### config.mk
export PLATFORM = sky130hd
export DESIGN_NAME = io_buffer_flat
export DESIGN_NICKNAME = d
export VERILOG_FILES = /design/src/rtl/io_buffer_if.sv /design/src/rtl/io_buffer.sv /design/src/flat_wrapper.sv
export SDC_FILE = /design/constraint.sdc
export NUM_CORES = 1
export LEC_CHECK = 0
export CAP_MARGIN = 20
export CORE_UTILIZATION = 25
export DETAILED_ROUTE_END_ITERATION = 8
export PLACE_DENSITY = 0.56
export SKIP_CTS_REPAIR_TIMING = 1
export SLEW_MARGIN = 25
export SYNTH_ARGS = -nofsm -noshare
export SYNTH_HDL_FRONTEND = slang
export SYNTH_SLANG_ARGS = --single-unit
### constraint.sdc
create_clock -name i_clk -period 1.28 [get_ports i_clk]
set_clock_uncertainty 0.2 [all_clocks]
set_input_delay 0.192 -clock i_clk [delete_from_list [all_inputs] [get_ports i_clk]]
set_output_delay 0.192 -clock i_clk [all_outputs]
set_load 0.03 [all_outputs]
### src/rtl/io_buffer_if.sv
// Store-side bus from the LSU into the memory-mapped I/O register bank.
interface io_buffer_if;
  logic        st_en;
  logic [31:0] st_addr;
  logic [31:0] st_data;
  logic [3:0]  st_bmask;

  modport master (output st_en, output st_addr, output st_data, output st_bmask);
  modport slave  (input  st_en, input  st_addr, input  st_data, input  st_bmask);
endinterface

### src/rtl/io_buffer.sv
// Memory-mapped I/O store buffers plus synchronised switch/button input buffers.
// Optional per-bit input debounce is enabled by defining IO_DEBOUNCE_EN.
module io_buffer #(
  parameter int unsigned SW_W      = 18,
  parameter int unsigned BTN_W     = 4,
  parameter logic [15:0] DB_CYCLES = 16'd50000
) (
  input  logic                i_clk,
  input  logic                i_reset,
  io_buffer_if.slave          st_bus,
  input  logic [SW_W-1:0]     i_io_sw,
  input  logic [BTN_W-1:0]    i_io_btn,
  output logic [31:0]         o_b_io_ledr,
  output logic [31:0]         o_b_io_ledg,
  output logic [31:0]         o_b_io_hexl,
  output logic [31:0]         o_b_io_hexh,
  output logic [31:0]         o_b_io_lcd,
  output logic [31:0]         o_b_io_sw,
  output logic [31:0]         o_b_io_btn,
  output logic [BTN_W-1:0]    o_btn_press
);

  localparam logic [19:0] PAGE_LEDR = 20'h10000;
  localparam logic [19:0] PAGE_LEDG = 20'h10001;
  localparam logic [19:0] PAGE_HEXL = 20'h10002;
  localparam logic [19:0] PAGE_HEXH = 20'h10003;
  localparam logic [19:0] PAGE_LCD  = 20'h10004;

  typedef enum logic [2:0] {
    SEL_NONE = 3'd0,
    SEL_LEDR = 3'd1,
    SEL_LEDG = 3'd2,
    SEL_HEXL = 3'd3,
    SEL_HEXH = 3'd4,
    SEL_LCD  = 3'd5
  } sel_e;

  if (SW_W == 0 || SW_W > 32) begin : g_bad_sw_w
    $error("io_buffer: SW_W must be within 1..32");
  end
  if (BTN_W == 0 || BTN_W > 32) begin : g_bad_btn_w
    $error("io_buffer: BTN_W must be within 1..32");
  end
  if (DB_CYCLES == 16'd0) begin : g_bad_db_cycles
    $error("io_buffer: DB_CYCLES must be at least 1");
  end

  function automatic logic [31:0] merge_lanes(input logic [31:0] old_v,
                                              input logic [31:0] new_v,
                                              input logic [3:0]  mask);
    logic [31:0] res;
    res = old_v;
    for (int k = 0; k < 4; k++) begin
      if (mask[k]) begin
        res[8*k +: 8] = new_v[8*k +: 8];
      end else begin
        res[8*k +: 8] = old_v[8*k +: 8];
      end
    end
    return res;
  endfunction

  sel_e              sel_s;
  logic [31:0]       ledr_q, ledr_d, ledg_q, ledg_d, hexl_q, hexl_d;
  logic [31:0]       hexh_q, hexh_d, lcd_q, lcd_d;
  logic [SW_W-1:0]   sw_sync1_q, sw_sync2_q, sw_s, sw_q, sw_d;
  logic [BTN_W-1:0]  btn_sync1_q, btn_sync2_q, btn_s, btn_q, btn_d;
  logic [BTN_W-1:0]  press_q, press_d;
  logic              unused_addr_s;

  assign unused_addr_s = ^st_bus.st_addr[11:0];

  always_comb begin
    case (st_bus.st_addr[31:12])
      PAGE_LEDR: sel_s = SEL_LEDR;
      PAGE_LEDG: sel_s = SEL_LEDG;
      PAGE_HEXL: sel_s = SEL_HEXL;
      PAGE_HEXH: sel_s = SEL_HEXH;
      PAGE_LCD:  sel_s = SEL_LCD;
      default:   sel_s = SEL_NONE;  // includes the read-only SW/BTN pages
    endcase
  end

  always_comb begin
    ledr_d = ledr_q;
    ledg_d = ledg_q;
    hexl_d = hexl_q;
    hexh_d = hexh_q;
    lcd_d  = lcd_q;
    if (st_bus.st_en) begin
      case (sel_s)
        SEL_LEDR: ledr_d = merge_lanes(ledr_q, st_bus.st_data, st_bus.st_bmask);
        SEL_LEDG: ledg_d = merge_lanes(ledg_q, st_bus.st_data, st_bus.st_bmask);
        SEL_HEXL: hexl_d = merge_lanes(hexl_q, st_bus.st_data, st_bus.st_bmask);
        SEL_HEXH: hexh_d = merge_lanes(hexh_q, st_bus.st_data, st_bus.st_bmask);
        SEL_LCD:  lcd_d  = merge_lanes(lcd_q,  st_bus.st_data, st_bus.st_bmask);
        default:  ledr_d = ledr_q;
      endcase
    end else begin
      ledr_d = ledr_q;
    end
  end

  // Buttons are active-low on the pins; invert after the synchroniser so pressed = 1.
  assign sw_s  = sw_sync2_q;
  assign btn_s = ~btn_sync2_q;

`ifdef IO_DEBOUNCE_EN
  localparam int unsigned CNT_W = (DB_CYCLES > 16'd1) ? $clog2(DB_CYCLES) : 1;
  localparam logic [CNT_W-1:0] CNT_LAST = CNT_W'(DB_CYCLES - 16'd1);

  logic [SW_W-1:0][CNT_W-1:0]  sw_cnt_q, sw_cnt_d;
  logic [BTN_W-1:0][CNT_W-1:0] btn_cnt_q, btn_cnt_d;

  always_comb begin
    sw_d     = sw_q;
    sw_cnt_d = sw_cnt_q;
    for (int k = 0; k < SW_W; k++) begin
      if (sw_s[k] == sw_q[k]) begin
        sw_cnt_d[k] = '0;
      end else if (sw_cnt_q[k] == CNT_LAST) begin
        sw_d[k]     = sw_s[k];
        sw_cnt_d[k] = '0;
      end else begin
        sw_cnt_d[k] = sw_cnt_q[k] + CNT_W'(1);
      end
    end
  end

  always_comb begin
    btn_d     = btn_q;
    btn_cnt_d = btn_cnt_q;
    for (int k = 0; k < BTN_W; k++) begin
      if (btn_s[k] == btn_q[k]) begin
        btn_cnt_d[k] = '0;
      end else if (btn_cnt_q[k] == CNT_LAST) begin
        btn_d[k]     = btn_s[k];
        btn_cnt_d[k] = '0;
      end else begin
        btn_cnt_d[k] = btn_cnt_q[k] + CNT_W'(1);
      end
    end
  end

  always_ff @(posedge i_clk or negedge i_reset) begin
    if (!i_reset) begin
      sw_cnt_q  <= '0;
      btn_cnt_q <= '0;
    end else begin
      sw_cnt_q  <= sw_cnt_d;
      btn_cnt_q <= btn_cnt_d;
    end
  end
`else
  always_comb begin
    sw_d  = sw_s;
    btn_d = btn_s;
  end
`endif

  // Press pulse coincides with the first cycle the buffer bit reads 1.
  assign press_d = btn_d & ~btn_q;

  always_ff @(posedge i_clk or negedge i_reset) begin
    if (!i_reset) begin
      ledr_q      <= 32'h0000_0000;
      ledg_q      <= 32'h0000_0000;
      hexl_q      <= 32'h0000_0000;
      hexh_q      <= 32'h0000_0000;
      lcd_q       <= 32'h0000_0000;
      sw_sync1_q  <= '0;
      sw_sync2_q  <= '0;
      btn_sync1_q <= '1;
      btn_sync2_q <= '1;
      sw_q        <= '0;
      btn_q       <= '0;
      press_q     <= '0;
    end else begin
      ledr_q      <= ledr_d;
      ledg_q      <= ledg_d;
      hexl_q      <= hexl_d;
      hexh_q      <= hexh_d;
      lcd_q       <= lcd_d;
      sw_sync1_q  <= i_io_sw;
      sw_sync2_q  <= sw_sync1_q;
      btn_sync1_q <= i_io_btn;
      btn_sync2_q <= btn_sync1_q;
      sw_q        <= sw_d;
      btn_q       <= btn_d;
      press_q     <= press_d;
    end
  end

  assign o_b_io_ledr = ledr_q;
  assign o_b_io_ledg = ledg_q;
  assign o_b_io_hexl = hexl_q;
  assign o_b_io_hexh = hexh_q;
  assign o_b_io_lcd  = lcd_q;
  assign o_b_io_sw   = 32'(sw_q);
  assign o_b_io_btn  = 32'(btn_q);
  assign o_btn_press = press_q;

endmodule

### src/flat_wrapper.sv
// flat-port wrapper written by rule: the top's interface ports become plain ports
module io_buffer_flat 
#(
  parameter int unsigned SW_W      = 18,
  parameter int unsigned BTN_W     = 4,
  parameter logic [15:0] DB_CYCLES = 16'd50000
)
  (i_clk, i_reset, i_io_sw, i_io_btn, o_b_io_ledr, o_b_io_ledg, o_b_io_hexl, o_b_io_hexh, o_b_io_lcd, o_b_io_sw, o_b_io_btn, o_btn_press, st_bus_st_en, st_bus_st_addr, st_bus_st_data, st_bus_st_bmask);
  io_buffer_if st_bus_i ();
  input  logic i_clk;
  input  logic i_reset;
  input  logic [SW_W-1:0] i_io_sw;
  input  logic [BTN_W-1:0] i_io_btn;
  output logic [31:0] o_b_io_ledr;
  output logic [31:0] o_b_io_ledg;
  output logic [31:0] o_b_io_hexl;
  output logic [31:0] o_b_io_hexh;
  output logic [31:0] o_b_io_lcd;
  output logic [31:0] o_b_io_sw;
  output logic [31:0] o_b_io_btn;
  output logic [BTN_W-1:0] o_btn_press;
  input wire logic [$bits(st_bus_i.st_en)-1:0] st_bus_st_en;
  input wire logic [$bits(st_bus_i.st_addr)-1:0] st_bus_st_addr;
  input wire logic [$bits(st_bus_i.st_data)-1:0] st_bus_st_data;
  input wire logic [$bits(st_bus_i.st_bmask)-1:0] st_bus_st_bmask;
  assign st_bus_i.st_en = st_bus_st_en;
  assign st_bus_i.st_addr = st_bus_st_addr;
  assign st_bus_i.st_data = st_bus_st_data;
  assign st_bus_i.st_bmask = st_bus_st_bmask;
  io_buffer #(.SW_W(SW_W), .BTN_W(BTN_W), .DB_CYCLES(DB_CYCLES)) u_core (.i_clk(i_clk), .i_reset(i_reset), .st_bus(st_bus_i), .i_io_sw(i_io_sw), .i_io_btn(i_io_btn), .o_b_io_ledr(o_b_io_ledr), .o_b_io_ledg(o_b_io_ledg), .o_b_io_hexl(o_b_io_hexl), .o_b_io_hexh(o_b_io_hexh), .o_b_io_lcd(o_b_io_lcd), .o_b_io_sw(o_b_io_sw), .o_b_io_btn(o_b_io_btn), .o_btn_press(o_btn_press));
endmodule
Word-level counts from Yosys, hierarchy flattened. Index checks and enable logic that the tools add are counted.

Eq/ne operators: 10. Muxes and demuxes: 1. Bitwise logic cells: 3. Reduce and logical (&&, ||, !) cells: 20.

Operators by type and width (count): equality test 20 x 17 -> 1 bit, second input constant (5); AND reduction 3 bit (20); one-hot mux 3 bit (5 select lines) (1); inverter 4 bit (2); equality test 3 x 2 -> 1 bit, second input constant (2); equality test 3 bit, second input constant (2); AND 4 bit (1); equality test 3 x 1 -> 1 bit, second input constant (1).

Flip-flop bits (word level): 230. Bits of input ports: 93. Output and inout port bits: 228. Logic and storage cells: 61.

Logic depth before layout (Yosys ltp). Gate-level depths: netlist of run 1.

Depth after elaboration: 4. Mapped depth: 5. Mapped depth without buffers: 4.

Least setup slack after synthesis of run 1. OpenSTA, ideal clock, no wires.

Path kind: input-to-reg. From: input port st_bus_st_addr[17]. To: register u_core.ledg_q[0], in the netlist u_core.o_b_io_ledg[0]. Library setup time: 0.125 ns. Data arrival time: 1.979 ns. Data required time: 0.955 ns. Path slack: -1.024 ns. Stages: 5. Path buffers: 1. Cells stage by stage: or4_4 > or2_1 > buf_2 > nor4_4 > mux2_2.

Longest elaborated chain between the ends: 4. Elaborated cells between the ends (all ways): 8.

RTL lines: start, declared (line flat_wrapper.sv:23) `input wire logic [$bits(st_bus_i.st_addr)-1:0] st_bus_st_addr;`; equality test 20 x 17 -> 1 bit (line io_buffer.sv:74) `case (st_bus.st_addr[31:12])`; one-hot mux 3 bit (5 select lines) (*) (line io_buffer.sv:74); equality test 3 x 2 -> 1 bit (*) (line io_buffer.sv:91) `case (sel_s)`; AND reduction 3 bit (no line) (*); end signal, assigned (line io_buffer.sv:180) `ledg_q <= ledg_d;`; end, declared (line io_buffer.sv:64) `logic [31:0] ledr_q, ledr_d, ledg_q, ledg_d, hexl_q, hexl_d;`.

Every way passes the cells marked *; elsewhere a longest branch is shown, timed or not. A chain may end at the register's enable or synchronous reset.

Worst setup path after layout of run 1.
From: input port st_bus_st_addr[19]. To: register u_core.hexh_q[0], in the netlist u_core.o_b_io_hexh[0].

Longest elaborated chain between the ends: 4. Elaborated cells between the ends (all ways): 8.

RTL lines: equality test 20 x 17 -> 1 bit (line io_buffer.sv:74); one-hot mux 3 bit (5 select lines) (*) (line io_buffer.sv:74); equality test 3 bit (*) (line io_buffer.sv:91); AND reduction 3 bit (no line) (*); end signal, assigned (line io_buffer.sv:182) `hexh_q <= hexh_d;`; end, declared (line io_buffer.sv:65) `logic [31:0] hexh_q, hexh_d, lcd_q, lcd_d;`.

Marks and branches as above.

==> summary.txt, run 1 <==
HPWL Detailed -> 15900 um
Setup crit end -> u_core.o_b_io_hexh[0]$_DFFE_PN0P_
Initial core utilization -> 25.6%
Post-DP Area -> 11800 um^2
Root buffer cell -> clkbuf_16
Die width -> 186 um
Multiplexer share of the synthesized area -> 21.4%
P_leak -> 0.00698 uW
R2R cell count -> 2
WP data arrival -> 1.97 ns
Max cap viols -> 0
Fin util -> 42.8%
Reg-to-reg setup timing slack -> 0.16 ns
Total track usage -> 12.4%
CTS buffer count -> 27
CTS Buffer Depth -> 3
Critical R2R Launch -> u_core.o_b_io_ledg[15]$_DFFE_PN0P_
R2R Path End -> u_core.o_b_io_ledg[15]$_DFFE_PN0P_
Final cycle utilization of the critical path -> 138%
Layout net count -> 980
Status -> finished with violations
Critical path class -> in -> reg
Clock Sinks -> 230
Min cycle time layout -> 1.77 ns
Count of final hold-check violations -> 0
Pwr dens -> 1150 nW/um^2
Synth warn -> 0
Row count -> 66
DIE HEIGHT -> 186 um
FILL cells -> 3061
CTS tree -> yes
DRC errors left -> 0
Gr ovfl total -> 0
Post-Synth XOR/XNOR Area -> 0%
RSZ-0062 raised after global routing -> yes
Post-Place Cells -> 1247
Hold crit path type -> in -> async
Clock slew at reported path FFs -> 0.06 ns
Final Max Slew Viols -> 0
1st-iter DRT viols -> 124
Average cell area after synthesis -> 17.2 um^2
CP Max Fanout -> 8
Worst-Margin Slew -> 0.565 ns
Pin count of the biggest net entering global routing -> 57
Critical path startpoint -> st_bus_st_addr[19]
Max-slew headroom -> 62.2%
Vias -> 5352
DR vias/cell -> 3.96
First-pass GRT wire length -> 32400 um
Seq/Total Area, Yosys -> 68.5%
GPL Wtd Cong -> 0.709
Crit path required time -> 1.49 ns
Vias in the first global route -> 5400
Synth cell types -> 28
Core region area -> 32900 um^2
Worst-skew pair later-pin latency -> 0.52 ns
Violations in the final reports -> setup timing
Synth Area in Compound Gates -> 0%
Design Power -> 16200 uW
Worst VDD drop -> 0.000803 V
Fmax -> 566 MHz
Cell area after synthesis -> 8420 um^2
Critical path capture point type -> flip-flop
Largest family of logic cells by synthesized area -> multiplexers
Layout cells sized above 1 -> 58.4%
PnR worst setup slack -> -0.485 ns
Initial antenna violation count -> 3
Final non-filler cell area -> 14100 um^2
Port Buffers -> 266
Synth Area in Simple Gates -> 5.99%
Die area -> 34400 um^2
H-Tree Depth -> 1
#FFs+latches synth -> 230
Mapped Cells -> 490
Per-cell routed wire length -> 17.0 um
Routed Antenna Nets -> 0
Iteration count of the initial detailed-routing pass -> 3
CP startpoint kind -> input pin
Worst Setup Slack post-DPL -> -1.48 ns
Post-Synth Adder-Cell Area -> 0%
Area growth syn-to-layout -> 67.2%
Final Setup Violations -> 353
DRT Wirelength -> 22900 um
Non-filler cells, final -> 1350
Num ports -> 321
==> how the worst min path moves through the flow <==
stage                       start                           endpoint  slack (ns)  cells after the start
final                     i_reset     u_core.sw_sync1_q[9]$_DFF_PN0_        0.12                      3
after global routing      i_reset  u_core.o_b_io_ledg[4]$_DFFE_PN0P_        0.11                      3
after CTS                 i_reset          u_core.sw_d[14]$_DFF_PN0_       -0.72                      1
after detailed placement  i_reset          u_core.sw_d[14]$_DFF_PN0_       -0.15                      1
after global placement    i_reset    u_core.sw_sync1_q[14]$_DFF_PN0_       -0.15                      1
after floorplan           i_reset          u_core.btn_q[0]$_DFF_PN0_       -0.30                      0
==> area by class of cell <==
cell class	instances	area, um^2	share of cell area, %
clock inverter	12	124	0.880
multi-input combinational	252	2780	19.8
sequential	230	5770	40.9
tap	442	553	3.93
antenna	1	2.50	0.0178
timing repair buffer	372	4050	28.7
inverter	4	15.0	0.107
clock buffer	37	793	5.63
==> critical path, cell delays in order <==
cell and delay [ns]:
clkbuf_2 0.08, or4_4 0.56, buf_6 0.16, nor4_4 0.28, buf_6 0.17, nand3_4 0.07, buf_12 0.16, mux2_4 0.29
==> cell usage in the layout, fill, tap and decap left out, types with 2 or more instances in the layout <==
master,n
inv_1,4
clkbuf_2,6
dlymetal6s2s_1,8
dfrtp_1,222
or4_4,3
mux2_4,35
inv_6,2
buf_6,191
buf_12,23
nand3b_1,3
nor3b_2,4
dfstp_2,8
clkbuf_1,2
conb_1,42
nor4_4,6
nand3_4,15
buf_4,57
nor3_4,3
clkbuf_16,27
nor2_1,7
clkinv_2,6
dlygate4sd3_1,24
mux2_2,125
clkdlybuf4s50_1,62
bufinv_16,2
clkbuf_8,8
==> layer usage <==
layer | up-vias | GRT usage (%) | part of all wire, %
met1 | 2693 | 15.0 | 40
li1 | 2439 | - | -
met3 | 37 | 3.64 | 7.1
met4 | 4 | 4.07 | 2.6
met5 | - | 0 | 0.11
met2 | 179 | 21.1 | 50
==> through the flow <==
step,hold WS (ns),setup TNS (ns)
global placement,-0.148,-213.62
global route,0.110,-107.32
CTS,-0.716,-165.39
finish,0.119,-92.70
detailed placement,-0.147,-214.78
floorplan,-0.304,-144.64
==> report_power, final <==
group	internal, uW	total [uW]	switching (uW)
combinational	430	1030	597
sequential	7390	7430	38.9
clock	4730	7730	3000
==> cells in the mapped netlist <==
master / n / area, um^2
and3_1: 1 / 6.26
buf_1: 1 / 3.75
buf_2: 2 / 10.0
buf_4: 42 / 315
conb_1: 1 / 3.75
dfrtp_1: 222 / 5560
dfstp_2: 8 / 210
inv_1: 4 / 15.0
mux2_2: 160 / 1800
nand2b_1: 1 / 6.26
nand3_1: 3 / 15.0
nand3_2: 7 / 70.1
nand3_4: 6 / 105
nand3b_1: 3 / 22.5
nand4_1: 1 / 6.26
nand4bb_4: 1 / 27.5
nor2_1: 7 / 26.3
nor3_1: 1 / 5.00
nor3_2: 3 / 30.0
nor3b_1: 2 / 15.0
nor3b_2: 3 / 37.5
nor4_1: 2 / 12.5
nor4_2: 1 / 12.5
nor4_4: 3 / 63.8
nor4bb_1: 1 / 10.0
or2_1: 1 / 6.26
or4_1: 2 / 15.0
or4_4: 1 / 11.3
==> kinds of logic after synthesis <==
kind of cell,after synthesis
AND/OR/NAND/NOR,50
multiplexers,160
other,1
flip-flops,230
buffers and inverters,49
==> registers in the layout, summed over array words and instances, names as in the netlist <==
| register | cells |
|---|---|
| u_core.sw_d | 18 |
| u_core.sw_sync1_q | 18 |
| u_core.o_btn_press | 4 |
| u_core.sw_q | 18 |
| u_core.o_b_io_lcd | 32 |
| u_core.o_b_io_hexh | 32 |
| u_core.btn_q | 4 |
| u_core.o_b_io_hexl | 32 |
| u_core.o_b_io_ledg | 32 |
| u_core.btn_sync2_q | 4 |
| u_core.o_b_io_ledr | 32 |
| u_core.btn_sync1_q | 4 |
Power figures use the tool's default switching activity.
==> run 2, diff against run 1 <==
--- a/config.mk
+++ b/config.mk
@@ -5,10 +5,11 @@
 export SDC_FILE = /design/constraint.sdc
 export NUM_CORES = 1
 export LEC_CHECK = 0
+export ABC_AREA = 1
 export CAP_MARGIN = 20
-export CORE_UTILIZATION = 25
+export CORE_UTILIZATION = 31
 export DETAILED_ROUTE_END_ITERATION = 8
-export PLACE_DENSITY = 0.56
+export PLACE_DENSITY = 0.64
 export SKIP_CTS_REPAIR_TIMING = 1
 export SLEW_MARGIN = 25
 export SYNTH_ARGS = -nofsm -noshare
==> constraint.sdc (replaced) <==
create_clock -name i_clk -period 1.9 [get_ports i_clk]
set_clock_uncertainty 0.2 [all_clocks]
set_input_delay 0.285 -clock i_clk [delete_from_list [all_inputs] [get_ports i_clk]]
set_output_delay 0.285 -clock i_clk [all_outputs]
set_load 0.03 [all_outputs]
==> run 2 against run 1 <==
Effect of this change: the flow now finishes without violations; design area grew 0.75%; clock power decreased by 36%; worst setup slack improved by 0.64 ns; non-clock buffer count fell by 34; register-to-register slack better by 0.87 ns; area after synthesis rose by 10%; via count grew 35%; first-iteration DRC count grew to 4.6 times the previous value; sequential share of layout area down 0.31 points; utilization rose by 6.1 points; synthesized cell count is 78% higher; critical path type is now reg -> out.
==> summary.txt, run 2 <==
Cell area after synthesis -> 9260 um^2 (was 8420 um^2)
N_diodes -> 0 (was 1)
Slowest-stage cell, CP -> dfrtp_1 (was or4_4)
Routed Antenna Nets -> 0 (unchanged)
CTS buffer count -> 26 (was 27)
Crit path required time -> 1.41 ns (was 1.49 ns)
GPL Wtd Cong -> 0.791 (was 0.709)
Seq/Total Area, Yosys -> 62.2% (was 68.5%)
Per-cell routed wire length -> 16.9 um (was 17.0 um)
Final Max Slew Viols -> 0 (unchanged)
Average cell area after synthesis -> 10.6 um^2 (was 17.2 um^2)
Vias in the first global route -> 7068 (was 5400)
R2R Path End -> u_core.o_btn_press[3]$_DFF_PN0_ (was u_core.o_b_io_ledg[15]$_DFFE_PN0P_)
Critical Path Max Stage Delay -> 0.40 ns (was 0.56 ns)
Worst path depth -> 1 (was 8)
Final non-filler cell area -> 14200 um^2 (was 14100 um^2)
Hold_ws -> 0.0181 ns (was 0.119 ns)
#FFs+latches synth -> 230 (unchanged)
Min cycle time layout -> 1.75 ns
Cell Chain, Critical Path -> dlymetal6s2s_1 (was clkbuf_2 -> or4_4 -> buf_6 -> nor4_4 -> buf_6 -> nand3_4 -> buf_12 -> mux2_4)
Ys flop type -> dfrtp_1 (unchanged)
Pin count of the biggest net entering global routing -> 57 (unchanged)
CTS tree -> yes (unchanged)
Layout cells sized above 1 -> 12.1% (was 58.4%)
Setup crit end -> o_b_io_hexh[12] (was u_core.o_b_io_hexh[0]$_DFFE_PN0P_)
Initial antenna violation count -> 0 (was 3)
Critical path class -> reg -> out (was in -> reg)
1st-iter DRT viols -> 565 (was 124)
Count of final hold-check violations -> 0 (unchanged)
CP startpoint kind -> flip-flop (was input pin)
Post-Place Cells -> 1534 (was 1247)
Final Setup Violations -> 0 (was 353)
CP bufs+invs -> 1 (was 4)
Clock Sinks -> 230 (unchanged)
Commonest non-fill, non-tap cells in the layout -> 334 x nand2_1, 222 x dfrtp_1, 186 x dlymetal6s2s_1, 160 x nand3_1, 79 x clkdlybuf4s50_1 (was 222 x dfrtp_1, 191 x buf_6, 125 x mux2_2, 62 x clkdlybuf4s50_1, 57 x buf_4)
Die area -> 30600 um^2 (was 34400 um^2)
Layout net count -> 1294 (was 980)
P_leak -> 0.0103 uW (was 0.00698 uW)
WP data arrival -> 1.26 ns (was 1.97 ns)
Clock slew at reported path FFs -> 0.06 ns (about the same)
Post-synth top cells -> 334 x nand2_1, 222 x dfrtp_1, 160 x nand3_1, 44 x buf_4, 20 x nand4_4 (was 222 x dfrtp_1, 160 x mux2_2, 42 x buf_4, 8 x dfstp_2)
Async set or reset register ratio after synthesis -> 100% (unchanged)
H-Tree Depth -> 1 (unchanged)
Critical R2R Launch -> u_core.btn_sync2_q[3]$_DFF_PN1_ (was u_core.o_b_io_ledg[15]$_DFFE_PN0P_)
Hold crit path type -> in -> async (unchanged)
DR vias/cell -> 4.51 (was 3.96)
Fmax -> 572 MHz
Biggest area consumer among synthesized cells -> dfrtp_1 (unchanged)
Pwr dens -> 754 nW/um^2 (was 1150 nW/um^2)
Gr ovfl total -> 0 (unchanged)
Initial core utilization -> 31.9% (was 25.6%)
HPWL Detailed -> 19000 um (was 15900 um)
Synth top area share -> 60.0% (was 66.0%)
Mapped Cells -> 871 (was 490)
Die width -> 175 um (was 186 um)
RSZ-0062 raised after global routing -> no (was yes)
Core region area -> 29000 um^2 (was 32900 um^2)
Worst VDD drop -> 0.000620 V (was 0.000803 V)
Row count -> 62 (was 66)
Iteration count of the initial detailed-routing pass -> 5 (was 3)
Area growth syn-to-layout -> 53.1% (was 67.2%)
Synth cell types -> 19 (was 28)
Max cap viols -> 0 (unchanged)
R2R cell count -> 1 (was 2)
Num ports -> 321 (unchanged)
Reg-to-reg setup timing slack -> 1.03 ns (was 0.16 ns)
Post-synth EDFFs -> 0 (unchanged)
Most frequent cell after synthesis -> nand2_1 (was dfrtp_1)
Critical path startpoint -> u_core.o_b_io_hexh[12]$_DFFE_PN0P_ (was st_bus_st_addr[19])
DRC errors left -> 0 (unchanged)
Synth area leaders -> dfrtp_1 60%, nand2_1 14%, nand3_1 8.6% (was dfrtp_1 66%, mux2_2 21%, buf_4 3.7%)
Root buffer cell -> clkbuf_16 (unchanged)
First-pass GRT wire length -> 41500 um (was 32400 um)
Final cycle utilization of the critical path -> 92.0%
Port Buffers -> 266 (unchanged)
Non-filler cells, final -> 1605 (was 1350)
Critical path capture point type -> output port (was flip-flop)
Commonest non-fill, non-tap cell in the layout -> nand2_1 (was dfrtp_1)
CTS Buffer Depth -> 3 (unchanged)
DIE HEIGHT -> 175 um (was 186 um)
Worst-skew pair later-pin latency -> 0.53 ns (was 0.52 ns)
CP Max Fanout -> 2 (was 8)
Vias -> 7246 (was 5352)
Top delay family on crit path -> flip-flops (was simple AND/OR/NAND/NOR gates)
Status -> finished clean (was finished with violations)
Total track usage -> 17.4% (was 12.4%)
DRT Wirelength -> 27200 um (was 22900 um)
Post-DP Area -> 12600 um^2 (was 11800 um^2)
Synth warn -> 0 (unchanged)
## run 2: logic make-up (layout without fill, tap and decap cells)
logic type / Yosys count / in the layout / share of synthesized area [%]
buffers and inverters: 93 / 402 / 7.20
AND/OR/NAND/NOR: 547 / 547 / 30.5
flip-flops: 230 / 230 / 62.2
other: 1 / 42 / 0.0405
## run 2: report_power, final
part / total, uW / switching (uW) / internal (uW)
clock: 4920 / 2010 / 2910
combinational: 775 / 489 / 286
sequential: 5000 / 20.2 / 4980
## run 2: worst min-delay path by stage
stage / slack [ns] / endpoint / from
floorplan: -0.21 / u_core.btn_q[0]$_DFF_PN0_ / i_reset
global placement: -0.02 / u_core.o_b_io_hexh[5]$_DFFE_PN0P_ / i_reset
detailed placement: -0.02 / u_core.o_b_io_hexh[5]$_DFFE_PN0P_ / i_reset
CTS: -0.59 / u_core.o_b_io_hexh[5]$_DFFE_PN0P_ / i_reset
global route: 0.03 / u_core.o_b_io_hexh[5]$_DFFE_PN0P_ / i_reset
finish: 0.02 / u_core.o_b_io_hexh[5]$_DFFE_PN0P_ / i_reset
## run 2: per-stage QoR
stage               util, %  setup WS (ns)  TNS (ns)  total power, uW
floorplan                 -          0.338         0             5430
global placement       43.5         -0.220    -29.78             5830
detailed placement     43.5         -0.252    -30.88             5840
CTS                    46.5         -0.272    -32.84            10800
global route           48.9          0.109         0            11100
finish                 48.9          0.152         0            10700
## run 2: metal layers
metal	global-route usage (%)	share of wire [%]	vias up
met4	4.96	2.0	0
met3	4.33	7.9	43
met1	22.4	41	3525
met5	0	0	-
li1	-	-	3400
met2	29.0	49	278
## run 2: layout make-up
type / instances / area (um^2)
clock buffer: 37 / 752
clock inverter: 11 / 104
fill: 2634 / 14800
inverter: 16 / 60.1
multi-input combinational: 589 / 2990
sequential: 230 / 5770
tap: 384 / 480
timing repair buffer: 338 / 4030
==> run 3, diff against run 2 <==
--- a/config.mk
+++ b/config.mk
@@ -8,6 +8,7 @@
 export ABC_AREA = 1
 export CAP_MARGIN = 20
 export CORE_UTILIZATION = 31
+export CTS_BUF_LIST = sky130_fd_sc_hd__clkbuf_2
 export DETAILED_ROUTE_END_ITERATION = 8
 export PLACE_DENSITY = 0.64
 export SKIP_CTS_REPAIR_TIMING = 1
==> run 3 against run 2 <==
Effect of this change: the flow now finishes with violations (setup timing); final cell count grew 10%; clock power shrank 32%; sequential power is essentially flat; via count grew 7.7%; design area grew 2.6%; die area is the same; sequential cell count is the same; fmax shrank 10%; worst setup slack lost 0.19 ns; sequential share of layout area shrank 1.0 points; utilization grew 1.3 points; largest cell class unchanged; largest power group unchanged.
==> summary.txt, run 3 (synthesized netlist as in run 2, its figures left out) <==
CTS buffer count -> 60 (was 26)
Worst-skew pair later-pin latency -> 0.86 ns (was 0.53 ns)
Clock slew at reported path FFs -> 0.11 ns (was 0.06 ns)
Layout cells sized above 1 -> 33.8% (was 12.1%)
CP startpoint kind -> flip-flop (unchanged)
Fin util -> 50.1% (was 48.9%)
Top delay family on crit path -> flip-flops (unchanged)
Final non-filler cell area -> 14500 um^2 (was 14200 um^2)
Design Power -> 9220 uW (was 10700 uW)
Iteration count of the initial detailed-routing pass -> 5 (unchanged)
CP bufs+invs -> 1 (unchanged)
Row count -> 62 (unchanged)
Routing usage on met1 -> 22.3% (was 22.4%)
Violations in the final reports -> setup timing
Fmax -> 515 MHz (was 572 MHz)
Vias in the first global route -> 7290 (was 7068)
CTS Buffer Depth -> 3 (unchanged)
Critical path capture point type -> output port (unchanged)
H-Tree Depth -> 2 (was 1)
Commonest non-fill, non-tap cells in the layout -> 334 x nand2_1, 222 x dfrtp_1, 186 x buf_6, 160 x nand3_1 (was 334 x nand2_1, 222 x dfrtp_1, 186 x dlymetal6s2s_1, 160 x nand3_1, 79 x clkdlybuf4s50_1)
Slowest-stage cell, CP -> dfrtp_1 (unchanged)
RSZ-0062 raised after global routing -> yes (was no)
Num ports -> 321 (unchanged)
Vias -> 7807 (was 7246)
Core region area -> 29000 um^2 (unchanged)
Initial antenna violation count -> 1 (was 0)
GPL Wtd Cong -> 0.791 (unchanged)
Die area -> 30600 um^2 (unchanged)
DIE HEIGHT -> 175 um (unchanged)
Setup TNS -> -0.184 ns (was 0 ns)
DRC errors left -> 0 (unchanged)
Pwr dens -> 634 nW/um^2 (was 754 nW/um^2)
Status -> finished with violations (was finished clean)
Critical Path Max Stage Delay -> 0.43 ns (was 0.40 ns)
Final Setup Violations -> 11 (was 0)
Gr ovfl total -> 0 (unchanged)
DR vias/cell -> 4.40 (was 4.51)
Post-DP Area -> 12600 um^2 (unchanged)
WP data arrival -> 1.46 ns (was 1.26 ns)
Root buffer cell -> clkbuf_2 (was clkbuf_16)
CP Max Fanout -> 2 (unchanged)
Max cap viols -> 0 (unchanged)
Worst VDD drop -> 0.000356 V (was 0.000620 V)
CTS tree -> yes (unchanged)
Crit path required time -> 1.41 ns (about the same)
Critical R2R Launch -> u_core.o_b_io_ledr[2]$_DFFE_PN0P_ (was u_core.btn_sync2_q[3]$_DFF_PN1_)
Worst Setup Slack post-DPL -> -0.252 ns (unchanged)
Total track usage -> 17.6% (was 17.4%)
Hold crit path type -> in -> reg (was in -> async)
Cell Chain, Critical Path -> buf_6 (was dlymetal6s2s_1)
Final Max Slew Viols -> 0 (unchanged)
Critical path startpoint -> u_core.o_b_io_ledr[2]$_DFFE_PN0P_ (was u_core.o_b_io_hexh[12]$_DFFE_PN0P_)
Commonest non-fill, non-tap cell in the layout -> nand2_1 (unchanged)
Count of final hold-check violations -> 0 (unchanged)
P_leak -> 0.00812 uW (was 0.0103 uW)
Die width -> 175 um (unchanged)
PnR worst setup slack -> -0.0406 ns (was 0.152 ns)
Most crowded layer after global routing -> met2 (unchanged)
Min cycle time layout -> 1.94 ns (was 1.75 ns)
HPWL Detailed -> 19000 um (unchanged)
Routed Antenna Nets -> 0 (unchanged)
DRT Wirelength -> 28300 um (was 27200 um)
Final cycle utilization of the critical path -> 102% (was 92.0%)
Per-cell routed wire length -> 16.0 um (was 16.9 um)
Port Buffers -> 266 (unchanged)
M2 GR Usage -> 28.5% (was 29.0%)
M3 GR Usage -> 5.27% (was 4.33%)
Layout net count -> 1436 (was 1294)
Clock Sinks -> 230 (unchanged)
Critical hold path startpoint -> st_bus_st_data[7]
Initial core utilization -> 31.9% (unchanged)
Area growth syn-to-layout -> 57.1% (was 53.1%)
Critical path class -> reg -> out (unchanged)
Pin count of the biggest net entering global routing -> 57 (unchanged)
1st-iter DRT viols -> 524 (was 565)
First-pass GRT wire length -> 41700 um (was 41500 um)
## run 3: worst paths after layout
| check | cells after the start | endpoint | slack [ns] |
|---|---|---|---|
| setup / recovery | 1 | o_b_io_ledr[2] | -0.04 |
| hold / removal | 3 | u_core.o_b_io_ledg[7]$_DFFE_PN0P_ | 0.05 |
| setup reg to reg | 3 | u_core.o_b_io_ledr[2]$_DFFE_PN0P_ | 0.91 |
| hold reg to reg | 0 | u_core.sw_d[4]$_DFF_PN0_ | 0.11 |
| max in group asynchronous | 5 | u_core.btn_sync2_q[1]$_DFF_PN1_ | 0.54 |
| min in group asynchronous | 4 | u_core.o_b_io_hexh[14]$_DFFE_PN0P_ | 0.34 |
## run 3: cell type report
cell class                      count  area (um^2)
Antenna cell                        1         2.50
Clock buffer                      100          500
Clock inverter                      7         37.5
Fill cell                        2638        14500
Inverter                           16         60.1
Multi-Input combinational cell    589         2990
Sequential cell                   230         5770
Tap cell                          384          480
Timing Repair Buffer              446         4710
## run 3: power by group
| part | total (uW) | switching (uW) | leakage, uW | internal [uW] |
|---|---|---|---|---|
| combinational | 853 | 505 | 0.00464 | 348 |
| clock | 3370 | 1990 | 0.000429 | 1370 |
| sequential | 5000 | 27.3 | 0.00305 | 4970 |
| total | 9220 | 2530 | 0.00812 | 6690 |
## run 3: metal layers
| metal | wire [um] | vias up |
|---|---|---|
| li1 | - | 3713 |
| met3 | 2230 | 47 |
| met2 | 13900 | 304 |
| met1 | 11500 | 3743 |
| met5 | 0 | - |
| met4 | 643 | 0 |
## run 3: through the flow
step	instances	hold WS, ns
floorplan	912	-0.211
global placement	1534	-0.0194
detailed placement	1534	-0.0211
CTS	1641	-1.03
global route	1773	0.00701
finish	1773	0.0538
